$ cat config.mk
export PLATFORM = sky130hd
export DESIGN_NAME = button_debounce_bank
export DESIGN_NICKNAME = d
export VERILOG_FILES = /design/src/rtl/btn_debounce_pkg.sv /design/src/rtl/debounce_channel.sv /design/src/rtl/button_debounce_bank.sv
export SDC_FILE = /design/constraint.sdc
export NUM_CORES = 1
export LEC_CHECK = 0
export ABC_AREA = 0
export BUFFER_PORTS_ARGS = -buffer_cell sky130_fd_sc_hd__buf_2
export CAP_MARGIN = 20
export CORE_MARGIN = 10
export CORE_UTILIZATION = 60
export CTS_BUF_LIST = sky130_fd_sc_hd__clkbuf_4
export DETAILED_ROUTE_END_ITERATION = 12
export GPL_TIMING_DRIVEN = 0
export PLACE_DENSITY_LB_ADDON = 0.25
export SLEW_MARGIN = 20
export SYNTH_ARGS = -nofsm -noshare
export SYNTH_HDL_FRONTEND = slang
export SYNTH_SLANG_ARGS = --single-unit
$ cat constraint.sdc
create_clock -name clk -period 2.5 [get_ports clk]
set_input_delay 0.375 -clock clk [delete_from_list [all_inputs] [get_ports clk]]
set_output_delay 0.375 -clock clk [all_outputs]
set_load 0.03 [all_outputs]
$ cat src/rtl/btn_debounce_pkg.sv
// Shared types and helpers for the button debounce bank: state encoding,
// inactive-level derivation and counter sizing.
package btn_debounce_pkg;

    typedef enum logic {
        RELEASED = 1'b0,
        PRESSED  = 1'b1
    } btn_state_e;

    // Bits needed to hold any value in 0..max_val.
    function automatic int cnt_width(input int max_val);
        return (max_val < 2) ? 1 : $clog2(max_val + 1);
    endfunction

    // Raw pin level seen when the button is not pressed.
    function automatic logic inactive_level(input int active_low);
        return (active_low != 0);
    endfunction

endpackage

$ cat src/rtl/debounce_channel.sv
// Single debounced button: two-flop synchroniser, stability counter, RELEASED/PRESSED
// FSM and registered press/release pulses. Auto-repeat is built when BTN_AUTO_REPEAT_EN is defined.
module debounce_channel
    import btn_debounce_pkg::*;
#(
    parameter int CNT_W         = 16,
    parameter int STABLE_CYCLES = 50000,
    parameter int ACTIVE_LOW    = 1,
    parameter int REPEAT_DELAY  = 500000,
    parameter int REPEAT_PERIOD = 100000
) (
    input  logic clk,
    input  logic rst,
    input  logic raw,
    output logic state,
    output logic press,
    output logic rel
);

    if (STABLE_CYCLES < 1 || longint'(STABLE_CYCLES) >= (longint'(1) << CNT_W)) begin : g_bad_stable
        $error("debounce_channel: STABLE_CYCLES out of range for CNT_W");
    end
    if (REPEAT_DELAY < 1 || REPEAT_PERIOD < 1) begin : g_bad_repeat
        $error("debounce_channel: REPEAT_DELAY and REPEAT_PERIOD must be at least 1");
    end

    localparam logic             IDLE_LVL = inactive_level(ACTIVE_LOW);
    localparam logic [CNT_W-1:0] CNT_MAX  = CNT_W'(STABLE_CYCLES - 1);

    logic             sync_p0, sync_p1;
    logic             sample;
    btn_state_e       st_q, st_d;
    logic [CNT_W-1:0] cnt_q, cnt_d;
    logic             press_q, press_d;
    logic             rel_q, rel_d;

`ifdef BTN_AUTO_REPEAT_EN
    localparam int RPT_MAX = (REPEAT_DELAY > REPEAT_PERIOD) ? REPEAT_DELAY : REPEAT_PERIOD;
    localparam int RPT_W   = cnt_width(RPT_MAX);
    logic [RPT_W-1:0] rpt_q, rpt_d;
`endif

    // Stage p0/p1: synchroniser, preloaded with the idle level so reset never looks like an edge
    always_ff @(posedge clk) begin
        if (rst) begin
            sync_p0 <= IDLE_LVL;
            sync_p1 <= IDLE_LVL;
        end else begin
            sync_p0 <= raw;
            sync_p1 <= sync_p0;
        end
    end

    assign sample = sync_p1 ^ IDLE_LVL;

    always_comb begin
        st_d    = st_q;
        cnt_d   = '0;
        press_d = 1'b0;
        rel_d   = 1'b0;
        if (sample != logic'(st_q)) begin
            if (cnt_q == CNT_MAX) begin
                st_d    = btn_state_e'(sample);
                press_d = sample;
                rel_d   = ~sample;
            end else begin
                cnt_d = cnt_q + 1'b1;
            end
        end
`ifdef BTN_AUTO_REPEAT_EN
        // Count down while held; a release or a fresh press overrides any pending repeat.
        rpt_d = '0;
        if (st_q == PRESSED && st_d == PRESSED) begin
            if (rpt_q == '0) begin
                press_d = 1'b1;
                rpt_d   = RPT_W'(REPEAT_PERIOD - 1);
            end else begin
                rpt_d = rpt_q - 1'b1;
            end
        end else if (st_d == PRESSED) begin
            rpt_d = RPT_W'(REPEAT_DELAY - 1);
        end
`endif
    end

    // Stage p2: debounced state, counter and one-cycle pulses
    always_ff @(posedge clk) begin
        if (rst) begin
            st_q    <= RELEASED;
            cnt_q   <= '0;
            press_q <= 1'b0;
            rel_q   <= 1'b0;
`ifdef BTN_AUTO_REPEAT_EN
            rpt_q   <= '0;
`endif
        end else begin
            st_q    <= st_d;
            cnt_q   <= cnt_d;
            press_q <= press_d;
            rel_q   <= rel_d;
`ifdef BTN_AUTO_REPEAT_EN
            rpt_q   <= rpt_d;
`endif
        end
    end

    assign state = (st_q == PRESSED);
    assign press = press_q;
    assign rel   = rel_q;

endmodule

$ cat src/rtl/button_debounce_bank.sv
// Bank of NUM_CH independent button debouncers with one-cycle press/release pulses.
// Optional auto-repeat of btn_press is enabled by defining BTN_AUTO_REPEAT_EN.
module button_debounce_bank
    import btn_debounce_pkg::*;
#(
    parameter int NUM_CH        = 4,
    parameter int CNT_W         = 16,
    parameter int STABLE_CYCLES = 50000,
    parameter int ACTIVE_LOW    = 1,
    parameter int REPEAT_DELAY  = 500000,
    parameter int REPEAT_PERIOD = 100000
) (
    input  logic              clk,
    input  logic              rst,
    input  logic [NUM_CH-1:0] btn_raw,
    output logic [NUM_CH-1:0] btn_state,
    output logic [NUM_CH-1:0] btn_press,
    output logic [NUM_CH-1:0] btn_release
);

    for (genvar i = 0; i < NUM_CH; i++) begin : g_ch
        debounce_channel #(
            .CNT_W        (CNT_W),
            .STABLE_CYCLES(STABLE_CYCLES),
            .ACTIVE_LOW   (ACTIVE_LOW),
            .REPEAT_DELAY (REPEAT_DELAY),
            .REPEAT_PERIOD(REPEAT_PERIOD)
        ) u_ch (
            .clk  (clk),
            .rst  (rst),
            .raw  (btn_raw[i]),
            .state(btn_state[i]),
            .press(btn_press[i]),
            .rel  (btn_release[i])
        );
    end

endmodule
==> results.ini <==
[logic_synthesis]
synth_edf_count = 0
synth_fa_ha_area_share_pct = 1.413
ys_top_cells_by_count = dfxtp_1 (84), nor2_1 (75), xnor2_1 (47)
yosys.cell_count.top_type = dfxtp_1
synth_flop_cell = dfxtp_1
synth_top_cells_by_area = dfxtp_1 (47%), xnor2_1 (12%), nor2_1 (8.0%)
synthDistinctLibCells = 35
syn_area_per_cell_um2 = 9.103
yosysTopAreaCell = dfxtp_1
synth_compound_area_share_pct = 0.7774
synth.area.mux_share_pct = 0.8481
synth-seq-cells = 84
syn_area_um2 = 3541
ys_seq_area_share_pct = 47.49
synth_warnings = 0
syn_nets = 399
synth_top_family_by_area = simple AND/OR/NAND/NOR gates
async_reset_ff_share_pct = 0
yosysTopAreaCellShare_pct = 47.49
synth-xor-area-share_pct = 14.10
synth-simple-area-share_pct = 29.93
postSynthCellCount = 389

[global_route]
grt_max_degree = 13
antenna_found_initial = 0
grt_pass1_wl_um = 10700
grt_use_total_pct = 13.35
grt.overflow.total = 0
grt_pass1_vias = 2418

[placement]
io_buffers = 17
placed_area_um2 = 3716
gp_congestion = 0.8330
hpwl_um = 4295
dpl.cell_count = 478

[worst_setup_path]
max_stage_delay_ns = 0.41
end_kind = register
slowest_stage = dfxtp_1
crit_required_ns = 2.81
critPathKind = register to register
worst-path-max-fanout = 10
path_cells = ha_1 -> nand3_1 -> nand4b_1 -> nand2_1 -> clkbuf_1 -> nor2_1
cp-start-kind = register
crit_arrival_ns = 2.39

[cts]
cts_buffers = 9
cts_sinks = 84
hold_buffers = 0
cts_tree = done
cts.clk_slew.worst_paths_ns = 0.12
cts_resized = 0
clock_path_buffers = 2
ctsHtreeMaxLevel = 3
postCtsSetupRepairBufs = 0
cts_root_buffer = clkbuf_4
clock_latency_ns = 0.43

[floorplan]
fp.dieH_um = 96.82
rows = 27
die-area_um2 = 9374
fp.dieW_um = 96.82
ios = 18
core-area_um2 = 5608
start_util_pct = 63.14

[sta]
max_slew.worst_pin.slew_ns = 0.4435
fin_setup_tns_ns = 0
relSlewSlack_pct = 70.44
timing.hold.ws_ns = 0.1212
finalHoldViolations = 0
max_freq_ghz = 0.4806
period_share_pct = 83.22
maxSlewViolCount = 0
skew_ns = 0.01309
setup_viol = 0
layout_min_cycle_time_ns = 2.081
rsz0062_at_grt = false

[pwr]
power.density_nw_per_um2 = 580.3
leakagePower_nw = 1.260
comb_power_share_pct = 1.5
p_clk_share_pct = 38.4
peakVddDrop_v = 0.0005751
power.switching_mw = 0.4408
switching_share_pct = 19.61
sequentialPowerShare_pct = 60.1
internal_power_mw = 1.807

[final_layout]
num_antenna_cells = 0
final_util_pct = 69.08
fin_cells = 493
syn_to_final_growth_pct = 9.399
n_fill_cell = 470
drive_above_1_share_pct = 14.96
fin_nets = 427
fin_area_um2 = 3874

[detailed_routing]
routed_via_density = 5.239
finalWirelength_um = 6075
wl_per_cell_um = 12.32
vias = 2583
final_antenna_net_count = 0
firstDrtPassIters = 4
route.detailed.drc = 0
drt_iter0_markers = 80

[run_status]
status = finished clean

[job]
drv_cap = 0

[worst_hold_path]
hp-class = input pin to register

[state kept, by name, indices dropped and copies added, names as in the netlist]
register           count
g_ch.u_ch.sync_p0      4
g_ch.u_ch.press        4
g_ch.u_ch.sync_p1      4
g_ch.u_ch.cnt_q       64
g_ch.u_ch.rel          4
g_ch.u_ch.state        4
[power by group through the flow]
stage / Clock (mW) / Sequential, mW / Combinational [mW]
after global placement: 0 / 1.38 / 0.0333
after global routing: 0.951 / 1.35 / 0.0378
after floorplan: 0 / 1.38 / 0.0234
after CTS: 0.892 / 1.35 / 0.0340
after detailed placement: 0 / 1.38 / 0.0337
final: 0.864 / 1.35 / 0.0335
[cells by family after synthesis]
| family | after synthesis |
|---|---|
| fa+ha+maj | 4 |
| flops | 84 |
| compound gates | 5 |
| simple gates | 202 |
| mux | 3 |
| xor+xnor | 57 |
| buf+inv | 34 |
[worst max-delay path: cells and delay by family, from the launching register on]
| family | cells | cell delay [ns] |
|---|---|---|
| adders and majority gates | 1 | 0.20 |
| buffers and inverters | 1 | 0.37 |
| DFF | 1 | 0.41 |
| and+or+nand+nor | 4 | 0.98 |
[routing by layer]
metal	vias to the layer above	part of all wire, %	GRT usage [%]
li1	1358	-	-
met1	1177	50	16.68
met2	42	45	19.89
met3	6	4.5	5.749
met4	0	1.4	4.848
met5	-	0	0
[per-stage QoR]
step / power [mW] / worst slack, ns
3_5_place_dp: 1.414 / 0.4064
5_1_grt: 2.341 / 0.1754
6_report: 2.248 / 0.4195
4_1_cts: 2.276 / 0.3714
3_3_place_gp: 1.413 / 0.4700
2_1_floorplan: 1.403 / 0.7215
[cells in the final DEF (no fill, tap or decap), types with 2 or more instances in the layout]
master,Yosys,layout
a21oi_1,3,3
xnor2_1,47,47
or4_1,2,2
xor2_1,10,10
or2_2,12,12
clkbuf_1,4,4
nor2_1,75,75
and3_1,4,4
nor4b_1,2,2
nand2b_1,2,2
nand4b_1,3,3
nand3_1,20,20
bufinv_16,0,2
nor4_1,18,18
ha_1,4,4
buf_2,1,18
dfxtp_1,84,84
nor3_1,19,19
nor4bb_1,4,4
inv_1,15,15
nand4_1,15,15
clkbuf_4,0,13
mux2i_1,3,3
buf_4,12,12
nand2_1,18,18
[layout make-up]
type	instances	area [µm²]	area share (%)
Clock inverter	2	60.06	1.550
Clock buffer	13	97.59	2.519
Inverter	15	56.30	1.453
Multi-Input combinational cell	271	1667	43.02
Timing Repair Buffer	17	85.08	2.196
Sequential cell	84	1682	43.41
Tap cell	72	90.09	2.326
Buffer	19	136.4	3.521
[path summary, 6_finish.rpt]
check,cells past startpoint,slack [ns],to,from
max,6,0.42,g_ch[1].u_ch.cnt_q[8],g_ch[1].u_ch.cnt_q[0]
min,2,0.12,g_ch[0].u_ch.sync_p0,btn_raw[0]
max reg2reg,6,0.42,g_ch[1].u_ch.cnt_q[8],g_ch[1].u_ch.cnt_q[0]
min reg2reg,1,0.42,g_ch[3].u_ch.sync_p1,g_ch[3].u_ch.sync_p0
No activity file was read; power rests on OpenSTA's default activity.
